## src/rtl/mips_isa_pkg.sv

```systemverilog
// MIPS ISA definitions shared by the instruction encoder and its word packer.
// Contents: request kind enum, 6-bit major opcodes, NOP word, FSM state type,
// and words_needed() which sizes a request for the space check.
// Optional build macro: BRANCH_DELAY_NOP_EN (branches/jumps take two slots).
package mips_isa_pkg;

  typedef enum logic [4:0] {
    RTYPE = 5'd0,  LW    = 5'd1,  LH    = 5'd2,  LB   = 5'd3,
    LBU   = 5'd4,  LHU   = 5'd5,  SW    = 5'd6,  SH   = 5'd7,
    SB    = 5'd8,  BEQ   = 5'd9,  BNE   = 5'd10, BLEZ = 5'd11,
    BGTZ  = 5'd12, ADDI  = 5'd13, ADDIU = 5'd14, ANDI = 5'd15,
    ORI   = 5'd16, XORI  = 5'd17, SLTI  = 5'd18, SLTIU = 5'd19,
    LUI   = 5'd20, J     = 5'd21, JAL   = 5'd22, LI   = 5'd23
  } insn_kind_t;

  typedef enum logic {IDLE = 1'b0, SECOND = 1'b1} enc_state_t;

  localparam logic [5:0] OP_RTYPE = 6'h00;
  localparam logic [5:0] OP_J     = 6'h02;
  localparam logic [5:0] OP_JAL   = 6'h03;
  localparam logic [5:0] OP_BEQ   = 6'h04;
  localparam logic [5:0] OP_BNE   = 6'h05;
  localparam logic [5:0] OP_BLEZ  = 6'h06;
  localparam logic [5:0] OP_BGTZ  = 6'h07;
  localparam logic [5:0] OP_ADDI  = 6'h08;
  localparam logic [5:0] OP_ADDIU = 6'h09;
  localparam logic [5:0] OP_SLTI  = 6'h0A;
  localparam logic [5:0] OP_SLTIU = 6'h0B;
  localparam logic [5:0] OP_ANDI  = 6'h0C;
  localparam logic [5:0] OP_ORI   = 6'h0D;
  localparam logic [5:0] OP_XORI  = 6'h0E;
  localparam logic [5:0] OP_LUI   = 6'h0F;
  localparam logic [5:0] OP_LB    = 6'h20;
  localparam logic [5:0] OP_LH    = 6'h21;
  localparam logic [5:0] OP_LW    = 6'h23;
  localparam logic [5:0] OP_LBU   = 6'h24;
  localparam logic [5:0] OP_LHU   = 6'h25;
  localparam logic [5:0] OP_SB    = 6'h28;
  localparam logic [5:0] OP_SH    = 6'h29;
  localparam logic [5:0] OP_SW    = 6'h2B;

  localparam logic [31:0] NOP_WORD = 32'h0000_0000;

  // Number of imem slots a request occupies. Undefined kinds report 1; they
  // are caught as illegal before the space check matters.
  function automatic logic [1:0] words_needed(input logic [4:0] kind,
                                              input logic [31:0] imm);
    logic [1:0] n;
    n = 2'd1;
    if (kind == LI)
      n = (imm[31:16] != 16'h0 && imm[15:0] != 16'h0) ? 2'd2 : 2'd1;
`ifdef BRANCH_DELAY_NOP_EN
    if (kind == BEQ || kind == BNE || kind == BLEZ || kind == BGTZ ||
        kind == J || kind == JAL)
      n = 2'd2;
`endif
    return n;
  endfunction

endpackage

```

## src/rtl/insn_word_pack.sv

```systemverilog
// Combinational packer: request kind + fields -> one or two MIPS words.
// Ports: kind/rs/rt/rd/shamt/funct/imm/target in; word0, word1, two_words,
// illegal out. Optional build macro: BRANCH_DELAY_NOP_EN (NOP after branches).
module insn_word_pack
  import mips_isa_pkg::*;
(
  input  logic [4:0]  kind,
  input  logic [4:0]  rs,
  input  logic [4:0]  rt,
  input  logic [4:0]  rd,
  input  logic [4:0]  shamt,
  input  logic [5:0]  funct,
  input  logic [31:0] imm,
  input  logic [25:0] target,
  output logic [31:0] word0,
  output logic [31:0] word1,
  output logic        two_words,
  output logic        illegal
);

  logic [15:0] hi;
  logic [15:0] lo;
  logic        is_branch;

  assign hi = imm[31:16];
  assign lo = imm[15:0];

  always_comb begin
    word0     = 32'h0;
    word1     = NOP_WORD;
    two_words = 1'b0;
    illegal   = 1'b0;
    is_branch = 1'b0;
    case (kind)
      RTYPE: word0 = {OP_RTYPE, rs, rt, rd, shamt, funct};
      LW:    word0 = {OP_LW,    rs, rt, lo};
      LH:    word0 = {OP_LH,    rs, rt, lo};
      LB:    word0 = {OP_LB,    rs, rt, lo};
      LBU:   word0 = {OP_LBU,   rs, rt, lo};
      LHU:   word0 = {OP_LHU,   rs, rt, lo};
      SW:    word0 = {OP_SW,    rs, rt, lo};
      SH:    word0 = {OP_SH,    rs, rt, lo};
      SB:    word0 = {OP_SB,    rs, rt, lo};
      ADDI:  word0 = {OP_ADDI,  rs, rt, lo};
      ADDIU: word0 = {OP_ADDIU, rs, rt, lo};
      ANDI:  word0 = {OP_ANDI,  rs, rt, lo};
      ORI:   word0 = {OP_ORI,   rs, rt, lo};
      XORI:  word0 = {OP_XORI,  rs, rt, lo};
      SLTI:  word0 = {OP_SLTI,  rs, rt, lo};
      SLTIU: word0 = {OP_SLTIU, rs, rt, lo};
      LUI:   word0 = {OP_LUI,   5'd0, rt, lo};
      BEQ:   begin word0 = {OP_BEQ,  rs, rt,   lo}; is_branch = 1'b1; end
      BNE:   begin word0 = {OP_BNE,  rs, rt,   lo}; is_branch = 1'b1; end
      BLEZ:  begin word0 = {OP_BLEZ, rs, 5'd0, lo}; is_branch = 1'b1; end
      BGTZ:  begin word0 = {OP_BGTZ, rs, 5'd0, lo}; is_branch = 1'b1; end
      J:     begin word0 = {OP_J,   target}; is_branch = 1'b1; end
      JAL:   begin word0 = {OP_JAL, target}; is_branch = 1'b1; end
      LI: begin
        // Pick the shortest sequence that materialises the 32-bit constant.
        if (hi == 16'h0)      word0 = {OP_ORI, 5'd0, rt, lo};
        else if (lo == 16'h0) word0 = {OP_LUI, 5'd0, rt, hi};
        else begin
          word0     = {OP_LUI, 5'd0, rt, hi};
          word1     = {OP_ORI, rt, rt, lo};
          two_words = 1'b1;
        end
      end
      default: illegal = 1'b1;
    endcase
`ifdef BRANCH_DELAY_NOP_EN
    if (is_branch) begin
      word1     = NOP_WORD;
      two_words = 1'b1;
    end
`endif
  end

endmodule

```

## src/rtl/mips_insn_encoder.sv

```systemverilog
// Sequential imem program loader: encodes requests and writes words in order.
// Ports: req_* request handshake/fields, org_* write-origin load, imem_* write
// port (registered), full/err_ovf/err_kind status. Optional macro: BRANCH_DELAY_NOP_EN.
module mips_insn_encoder
  import mips_isa_pkg::*;
#(
  parameter int AW        = 8,
  parameter int RESET_ORG = 0
) (
  input  logic          clk,
  input  logic          reset,
  input  logic          req_valid,
  output logic          req_ready,
  input  logic [4:0]    req_kind,
  input  logic [4:0]    req_rs,
  input  logic [4:0]    req_rt,
  input  logic [4:0]    req_rd,
  input  logic [4:0]    req_shamt,
  input  logic [5:0]    req_funct,
  input  logic [31:0]   req_imm,
  input  logic [25:0]   req_target,
  input  logic          org_valid,
  input  logic [AW-1:0] org_addr,
  output logic          imem_we,
  output logic [AW-1:0] imem_addr,
  output logic [31:0]   imem_wdata,
  output logic          full,
  output logic          err_ovf,
  output logic          err_kind
);

  enc_state_t  state, state_nxt;
  logic [31:0] word0, word1, pend, wr_word;
  logic        two_words, illegal;
  logic        wr_en, load_pend, set_ovf, set_kind;
  // One extra bit so the counter can sit at 2**AW once the last slot is used.
  logic [AW:0] cnt, free_slots;
  logic [AW:0] need;

  localparam logic [AW:0] CAPACITY = {1'b1, {AW{1'b0}}};

  assign free_slots = CAPACITY - cnt;
  assign need       = (AW+1)'(words_needed(req_kind, req_imm));

  insn_word_pack u_pack (
    .kind      (req_kind),
    .rs        (req_rs),
    .rt        (req_rt),
    .rd        (req_rd),
    .shamt     (req_shamt),
    .funct     (req_funct),
    .imm       (req_imm),
    .target    (req_target),
    .word0     (word0),
    .word1     (word1),
    .two_words (two_words),
    .illegal   (illegal)
  );

  always_ff @(posedge clk or negedge reset) begin
    if (!reset) state <= IDLE;
    else        state <= state_nxt;
  end

  always_comb begin
    state_nxt = state;
    req_ready = 1'b0;
    wr_en     = 1'b0;
    wr_word   = 32'h0;
    load_pend = 1'b0;
    set_ovf   = 1'b0;
    set_kind  = 1'b0;
    if (org_valid) begin
      state_nxt = IDLE;  // pending second word is dropped
    end else begin
      case (state)
        IDLE: begin
          req_ready = ~full;
          if (req_valid && !full) begin
            if (illegal)               set_kind = 1'b1;
            else if (need > free_slots) set_ovf = 1'b1;
            else begin
              wr_en   = 1'b1;
              wr_word = word0;
              if (two_words) begin
                load_pend = 1'b1;
                state_nxt = SECOND;
              end
            end
          end
        end
        SECOND: begin
          wr_en     = 1'b1;
          wr_word   = pend;
          state_nxt = IDLE;
        end
        default: state_nxt = IDLE;
      endcase
    end
  end

  always_ff @(posedge clk or negedge reset) begin
    if (!reset) begin
      cnt        <= (AW+1)'(RESET_ORG);
      pend       <= 32'h0;
      imem_we    <= 1'b0;
      imem_addr  <= AW'(RESET_ORG);
      imem_wdata <= 32'h0;
      full       <= 1'b0;
      err_ovf    <= 1'b0;
      err_kind   <= 1'b0;
    end else if (org_valid) begin
      cnt       <= {1'b0, org_addr};
      imem_we   <= 1'b0;
      imem_addr <= org_addr;
      full      <= 1'b0;
      err_ovf   <= 1'b0;
      err_kind  <= 1'b0;
    end else begin
      imem_we <= wr_en;
      if (wr_en) begin
        imem_addr  <= cnt[AW-1:0];
        imem_wdata <= wr_word;
        cnt        <= cnt + 1'b1;
        if (cnt[AW-1:0] == {AW{1'b1}}) full <= 1'b1;
      end else if (!cnt[AW]) begin
        // Idle address follows the next slot to be written.
        imem_addr <= cnt[AW-1:0];
      end
      if (load_pend) pend     <= word1;
      if (set_ovf)   err_ovf  <= 1'b1;
      if (set_kind)  err_kind <= 1'b1;
    end
  end

endmodule

```

## config.mk

```make
export PLATFORM = sky130hd
export DESIGN_NAME = mips_insn_encoder
export DESIGN_NICKNAME = d
export VERILOG_FILES = /design/src/rtl/mips_isa_pkg.sv /design/src/rtl/insn_word_pack.sv /design/src/rtl/mips_insn_encoder.sv
export SDC_FILE = /design/constraint.sdc
export NUM_CORES = 1
export LEC_CHECK = 0
export BUFFER_PORTS_ARGS = -buffer_cell sky130_fd_sc_hd__buf_2
export CORE_UTILIZATION = 27
export DETAILED_ROUTE_END_ITERATION = 10
export GPL_TIMING_DRIVEN = 0
export HOLD_SLACK_MARGIN = 0.12
export MAX_ROUTING_LAYER = met4
export SLEW_MARGIN = 20
export SYNTH_ARGS = -nofsm -noshare
export SYNTH_HDL_FRONTEND = slang
export SYNTH_SLANG_ARGS = --single-unit
```

## constraint.sdc

```tcl
create_clock -name clk -period 1.9 [get_ports clk]
set_input_delay 0.19 -clock clk [delete_from_list [all_inputs] [get_ports clk]]
set_output_delay 0.19 -clock clk [all_outputs]
set_load 0.01 [all_outputs]
```

## Word-level counts from Yosys, hierarchy flattened

Index checks and enable logic that the tools add are counted.

- Add/subtract/negate cells: 2
- $lt $le $gt $ge: 1
- Eq/ne operators: 25
- Mux-type cells: 51
- Bitwise operators: 3
- Reduce and logical (&&, ||, !) cells: 16

Operator list:

| operator | number |
|---|---|
| $pmux 32 s24 | 1 |
| $mux 32 | 5 |
| $pmux 32 s2 | 1 |
| $eq 5x4->1 const B | 8 |
| $eq 5x5->1 const B | 8 |
| $mux 1 | 33 |
| $logic_not 16->1 | 2 |
| $reduce_bool 16->1 | 2 |
| $mux 30 | 1 |
| $mux 28 | 1 |
| $mux 8 | 3 |
| $reduce_or 24->1 | 1 |
| $eq 5x3->1 const B | 4 |
| $mux 9 | 2 |
| $eq 5x2->1 const B | 2 |
| $add 9x1->9 const B | 1 |
| $gt 2x9->1 | 1 |
| $sub 9x9->9 const A | 1 |
| $eq 8x8->1 const B | 1 |
| $reduce_bool 2->1 | 4 |
| $reduce_and 2->1 | 3 |
| $eq 5x1->1 const B | 1 |
| $logic_not 5->1 | 1 |
| $mux 2 | 2 |
| 5 further kinds | 9 |

- Flip-flop bits (word level): 86
- Output and inout bits: 45

## Depth between registers and ports, before layout

- Depth after elaboration: 12
- Depth in mapped cells: 13
- Depth with buffers taken out: 11

## By module

Synthesis repeated with hierarchy kept, for this count alone.

- Cells, all modules: 610
- Area total of the unflattened synthesis: 5,505.3 um^2

By module, submodules not included:

| module | times used | cells each | area an instance (um^2) |
|---|---|---|---|
| mips_insn_encoder | 1 | 435 | 4,317.9 |
| insn_word_pack | 1 | 175 | 1,187.4 |

## Worst setup path after synthesis

Ideal clock, no wire load.

- Path type: in2reg
- Start point: in req_kind[3]
- End point: reg cnt[2]
- Setup time: 0.087 ns
- Data arrival time: 2.534 ns
- Data required time: 1.813 ns
- Setup slack: -0.720 ns
- Stages: 12
- Path buffers: 2
- Path through: buf_2 nor2b_2 and4_1 nand3_2 inv_1 ha_1 o21ai_0 o211ai_2 a221oi_4 buf_4 mux2_2 o211ai_1

- Longest elaborated chain between the ends: 9
- Elaborated cells on any way between the ends: 33
- Classes of those cells: order compare (1); eq/ne (23); mux (6); reduce/logical (3)

Ends and longest elaborated chain:

| what | line | RTL |
|---|---|---|
| start, declared | mips_insn_encoder.sv:14 | `input logic [4:0] req_kind,` |
| $eq 5x5->1 | mips_isa_pkg.sv:50, insn_word_pack.sv:34 |  |
| $mux 2 | mips_isa_pkg.sv:50 | `if (kind == LI)` |
| $gt 2x9->1 | mips_insn_encoder.sv:81 | `else if (need > free_slots) set_ovf = 1'b1;` |
| $mux 1 | mips_insn_encoder.sv:81 |  |
| $mux 1 (*) | mips_insn_encoder.sv:80 | `if (illegal) set_kind = 1'b1;` |
| $mux 1 (*) | mips_insn_encoder.sv:79 | `if (req_valid && !full) begin` |
| $pmux 1 s2 (*) | mips_insn_encoder.sv:76 | `case (state)` |
| $mux 1 (*) | mips_insn_encoder.sv:73 | `if (org_valid) begin` |
| $reduce_bool 2->1 (no source line) (*) | -- |  |
| end signal, assigned | mips_insn_encoder.sv:104 | `cnt <= (AW+1)'(RESET_ORG);` |
| end signal, assigned | mips_insn_encoder.sv:113 | `cnt <= {1'b0, org_addr};` |
| end signal, assigned | mips_insn_encoder.sv:124 | `cnt <= cnt + 1'b1;` |
| end, declared | mips_insn_encoder.sv:37 | `logic [AW:0] cnt, free_slots;` |

Every way passes the cells marked *; elsewhere a longest branch is shown, timed or not.
A chain may end at the register's enable or synchronous reset.

## Final worst setup path

- Start point: in req_imm[15]
- End point: reg imem_wdata[11]

- Longest elaborated chain between the ends: 11
- Elaborated cells on any way between the ends: 15
- Classes of those cells: order compare (1); mux (11); reduce/logical (3)

Ends and longest elaborated chain:

| what | line | RTL |
|---|---|---|
| start, declared | mips_insn_encoder.sv:20 | `input logic [31:0] req_imm,` |
| $reduce_bool 16->1 (*) | mips_isa_pkg.sv:51 | `n = (imm[31:16] != 16'h0 && imm[15:0] != 16'h0) ? 2'd2 : 2'd1;` |
| $logic_and 1x1->1 (*) | mips_isa_pkg.sv:51 |  |
| $mux 2 (*) | mips_isa_pkg.sv:51 |  |
| $mux 2 (*) | mips_isa_pkg.sv:50 |  |
| $gt 2x9->1 (*) | mips_insn_encoder.sv:81 |  |
| $mux 1 | mips_insn_encoder.sv:81 |  |
| $mux 1 | mips_insn_encoder.sv:80 |  |
| $mux 1 | mips_insn_encoder.sv:79 |  |
| $pmux 1 s2 | mips_insn_encoder.sv:76 |  |
| $mux 1 | mips_insn_encoder.sv:73 |  |
| $reduce_and 2->1 (no source line) | -- |  |
| end signal, assigned | mips_insn_encoder.sv:123 | `imem_wdata <= wr_word;` |
| end, declared | mips_insn_encoder.sv:26 | `output logic [31:0] imem_wdata,` |

Marked as above.

==> impl_metrics.env <==
export IMPL_num_io_pins=146
export IMPL_violations="design-rule violations, negative setup slack"
export IMPL_critical_path_max_fanout=6
export IMPL_synth_top_family_by_area="compound AO/OA/AOI/OAI gates"
export IMPL_fin_total_pwr_mw=5.03
export IMPL_cap_violations=0
export IMPL_fill_cells=1397
export IMPL_finalClockSkew_ps=11.4
export IMPL_place_area_um2=5190
export IMPL_postSynthAreaPerCell_um2=10.3
export IMPL_clockPowerShare_pct=34.6
export IMPL_viasPerCell=5.33
export IMPL_slowest_delay_ps=340
export IMPL_die_area_um2=15800
export IMPL_sequential_cell_area_um2=1880
export IMPL_synth_seq_cells=75
export IMPL_die_y_um=126
export IMPL_grt_usage_pct=19.0
export IMPL_cts_root_buffer="clkbuf_16"
export IMPL_fin_crit_sh_pct=120
export IMPL_grt_setup_unrepaired="true"
export IMPL_async_reset_ff_share_pct=100
export IMPL_drive_above_1_share_pct=44.4
export IMPL_crit_slowest_cell="nor4_4"
export IMPL_grt_antenna_before_repair=0
export IMPL_synth_cells=398
export IMPL_synth_warnings=0
export IMPL_synth_adder_area_share_pct=0.911
export IMPL_hold_path_class="in2reg"
export IMPL_setup_viol=72
export IMPL_p_seq_share_pct=39.2
export IMPL_power_net_switching_mw=1.48
export IMPL_drt_first_pass_iters=8
export IMPL_hold_viol_final=0
export IMPL_clockBufferDepth=2
export IMPL_placed_cells=723
export IMPL_outcome="complete, but fails checks"
export IMPL_die_x_um=126
export IMPL_netlist_area_leader_share_pct=45.6
export IMPL_final_cells=783
export IMPL_initial_core_util_pct=28.0
export IMPL_rows=44
export IMPL_swShare_pct=29.4
export IMPL_wire_per_inst_um=18.2
export IMPL_timing_final_ws_setup_ps=-376
export IMPL_critPathRequiredTime_ps=2120
export IMPL_yosysSeqAreaShare_pct=45.6
export IMPL_start_kind="input pin"
export IMPL_cts_htree_levels=3
export IMPL_synth_ff_type="dfrtp_1"
export IMPL_max_slew_margin_pct=44.1
export IMPL_io_buffers=140
export IMPL_multi_input_area_um2=2390
export IMPL_hpwl_um=10100
export IMPL_ir_drop_v=0.000488
export IMPL_yosys_area_top_type="dfrtp_1"
export IMPL_fmax_mhz=439
export IMPL_synthXorXnorAreaFrac_pct=0.638
export IMPL_cts_tree="done"
export IMPL_place_congestion=0.840
export IMPL_worst_slew_pin_slew_ps=830
export IMPL_cts_made_buffers=9
export IMPL_yosys_top_cells_count="dfrtp_1, nand2_1, a221o_1, mux2_2, nor2_1"
export IMPL_synthSimpleGateAreaFrac_pct=13.9
export IMPL_syn_area_um2=4120
export IMPL_power_frac_comb_pct=26.2
export IMPL_synth_most_common_cell="dfrtp_1"
export IMPL_vias=4177
export IMPL_design_area_um2=6290
export IMPL_grt_pass1_vias=4241
export IMPL_antenna_left=0
export IMPL_grt_start_max_net_pins=58
export IMPL_p_per_area_nw_per_um2=799
export IMPL_worstSetupPathType="in2reg"
export IMPL_leakagePower_nw=2.86
export IMPL_final_setup_tns_ps=-22720
export IMPL_arrival_ps=2500
export IMPL_drc=7
export IMPL_synth_area_leaders="dfrtp_1, mux2_2, a221o_1"
export IMPL_clk_pin_slew_ps=60
export IMPL_grt_overflow=0
export IMPL_core_area_um2=14700
export IMPL_slew_violations=0
export IMPL_nets=698
export IMPL_clk_latency_ps=340
export IMPL_ys_types=57
export IMPL_synth_compound_area_share_pct=23.8
export IMPL_fin_crit_ps=2280
export IMPL_grt_pass1_wl_um=22600
export IMPL_clock_sinks=75
export IMPL_intPower_mw=3.55
export IMPL_drt_iter0_drc=310
export IMPL_antennaDiodeCount=0
export IMPL_final_core_util_pct=42.8
export IMPL_critical_path_cell_chain="buf_8 > nor4_4 > nand4_1 > buf_6 > nand3_4 > inv_2 > ha_4 > o21ai_4 > o211ai_4 > a221oi_4 > or2_1 > buf_6 > buf_8 > a221o_1"
export IMPL_area_growth_pct=52.7
export IMPL_end_kind="flip-flop"
export IMPL_wirelength_um=14200
export IMPL_muxShareOfSynthArea_pct=9.99
export IMPL_synth_edf_count=0
export IMPL_syn_num_nets=502
## registers in the layout, summed over array words and instances (netlist names)
signal      count
pend           22
err_kind        1
imem_addr       8
state           1
imem_wdata     31
full            1
cnt             9
imem_we         1
err_ovf         1
## worst max-delay path: cells and delay by family
family | cells | cell delay (ps)
buffers and inverters | 5 | 590
AND/OR/NAND/NOR | 4 | 780
adder cells (fa/ha/maj) | 1 | 290
AO/OA/AOI/OAI | 4 | 660
## final timing paths
check | cells past startpoint | slack [ps] | start | endpoint
worst max-delay path | 14 | -380 | req_imm[15] | imem_wdata[11]
worst min-delay path | 2 | 100 | req_imm[12] | pend[12]
worst max register to register | 9 | -330 | cnt[1] | imem_wdata[11]
worst min register to register | 1 | 500 | imem_addr[2] | imem_addr[2]
max in group asynchronous | 3 | 1050 | reset | imem_wdata[25]
min in group asynchronous | 2 | 280 | reset | imem_addr[5]
## logic make-up (layout without fill, tap and decap cells)
group | after synthesis | count (layout)
other cells | 1 | 1
flops | 75 | 75
mux | 37 | 37
simple gates | 113 | 113
xor+xnor | 3 | 3
buf+inv | 43 | 244
compound gates | 123 | 123
fa+ha+maj | 3 | 3
## cells in the final DEF, fill, tap and decap left out, types with 3 or more instances in the layout
| master | instances |
|---|---|
| buf_8 | 5 |
| dfrtp_1 | 74 |
| dlygate4sd3_1 | 20 |
| buf_4 | 16 |
| a22oi_1 | 5 |
| mux2i_1 | 4 |
| a222oi_1 | 15 |
| o21ai_1 | 3 |
| o221a_1 | 5 |
| clkbuf_4 | 3 |
| nor2_1 | 24 |
| buf_6 | 20 |
| nand2_1 | 35 |
| nand2b_1 | 3 |
| and3_1 | 3 |
| a31oi_1 | 5 |
| a221o_1 | 29 |
| inv_1 | 6 |
| nor3_1 | 5 |
| buf_2 | 135 |
| a21oi_1 | 22 |
| o31ai_1 | 4 |
| o21ai_2 | 3 |
| nor2b_1 | 6 |
| or3_1 | 3 |
| clkbuf_1 | 18 |
| nor4_4 | 6 |
| mux2_4 | 29 |
| nand4_1 | 3 |
| nand3_1 | 5 |
| clkbuf_16 | 10 |
| mux2_2 | 4 |
| o21ai_0 | 8 |
## per-stage QoR
step / hold slack, ps / setup slack, ps
floorplan: -106 / -486
global placement: 447 / -1270
detailed placement: 98.6 / -1330
CTS: 122 / -393
global route: 91.6 / -478
finish: 99.7 / -376
## per-layer routing
| metal | up-vias | wire length [um] | global-route usage (%) |
|---|---|---|---|
| li1 | 1944 | - | - |
| met5 | - | 0 | - |
| met1 | 2086 | 6580 | 25.2 |
| met2 | 138 | 6890 | 29.7 |
| met4 | 0 | 126 | 5.81 |
| met3 | 9 | 639 | 2.87 |
## power by group through the flow
stage	Combinational (mW)	Clock [mW]	Sequential [mW]
detailed placement	1.07	0	1.99
CTS	1.28	1.77	1.97
finish	1.32	1.74	1.97
global route	1.43	1.85	2.00
floorplan	0.551	0	2.03
global placement	1.04	0	1.99
## timing repair
action                     CTS  global route
hold buffers                19             1
gates cloned                 2             1
gates resized for setup     85            15
buffers inserted            17             6
pin swaps                   14             8
setup endpoints to repair   74            72
hold endpoints to repair    93             2
## area by class of cell
cell class	instances	area share, %
Buffer	34	3.54
Clock buffer	11	3.86
Clock inverter	5	0.955
Inverter	9	0.617
Multi-Input combinational cell	280	37.9
Sequential cell	75	29.9
Tap cell	184	3.66
Timing Repair Buffer	185	19.6
Note: power is estimated with default switching activity, not from simulation.
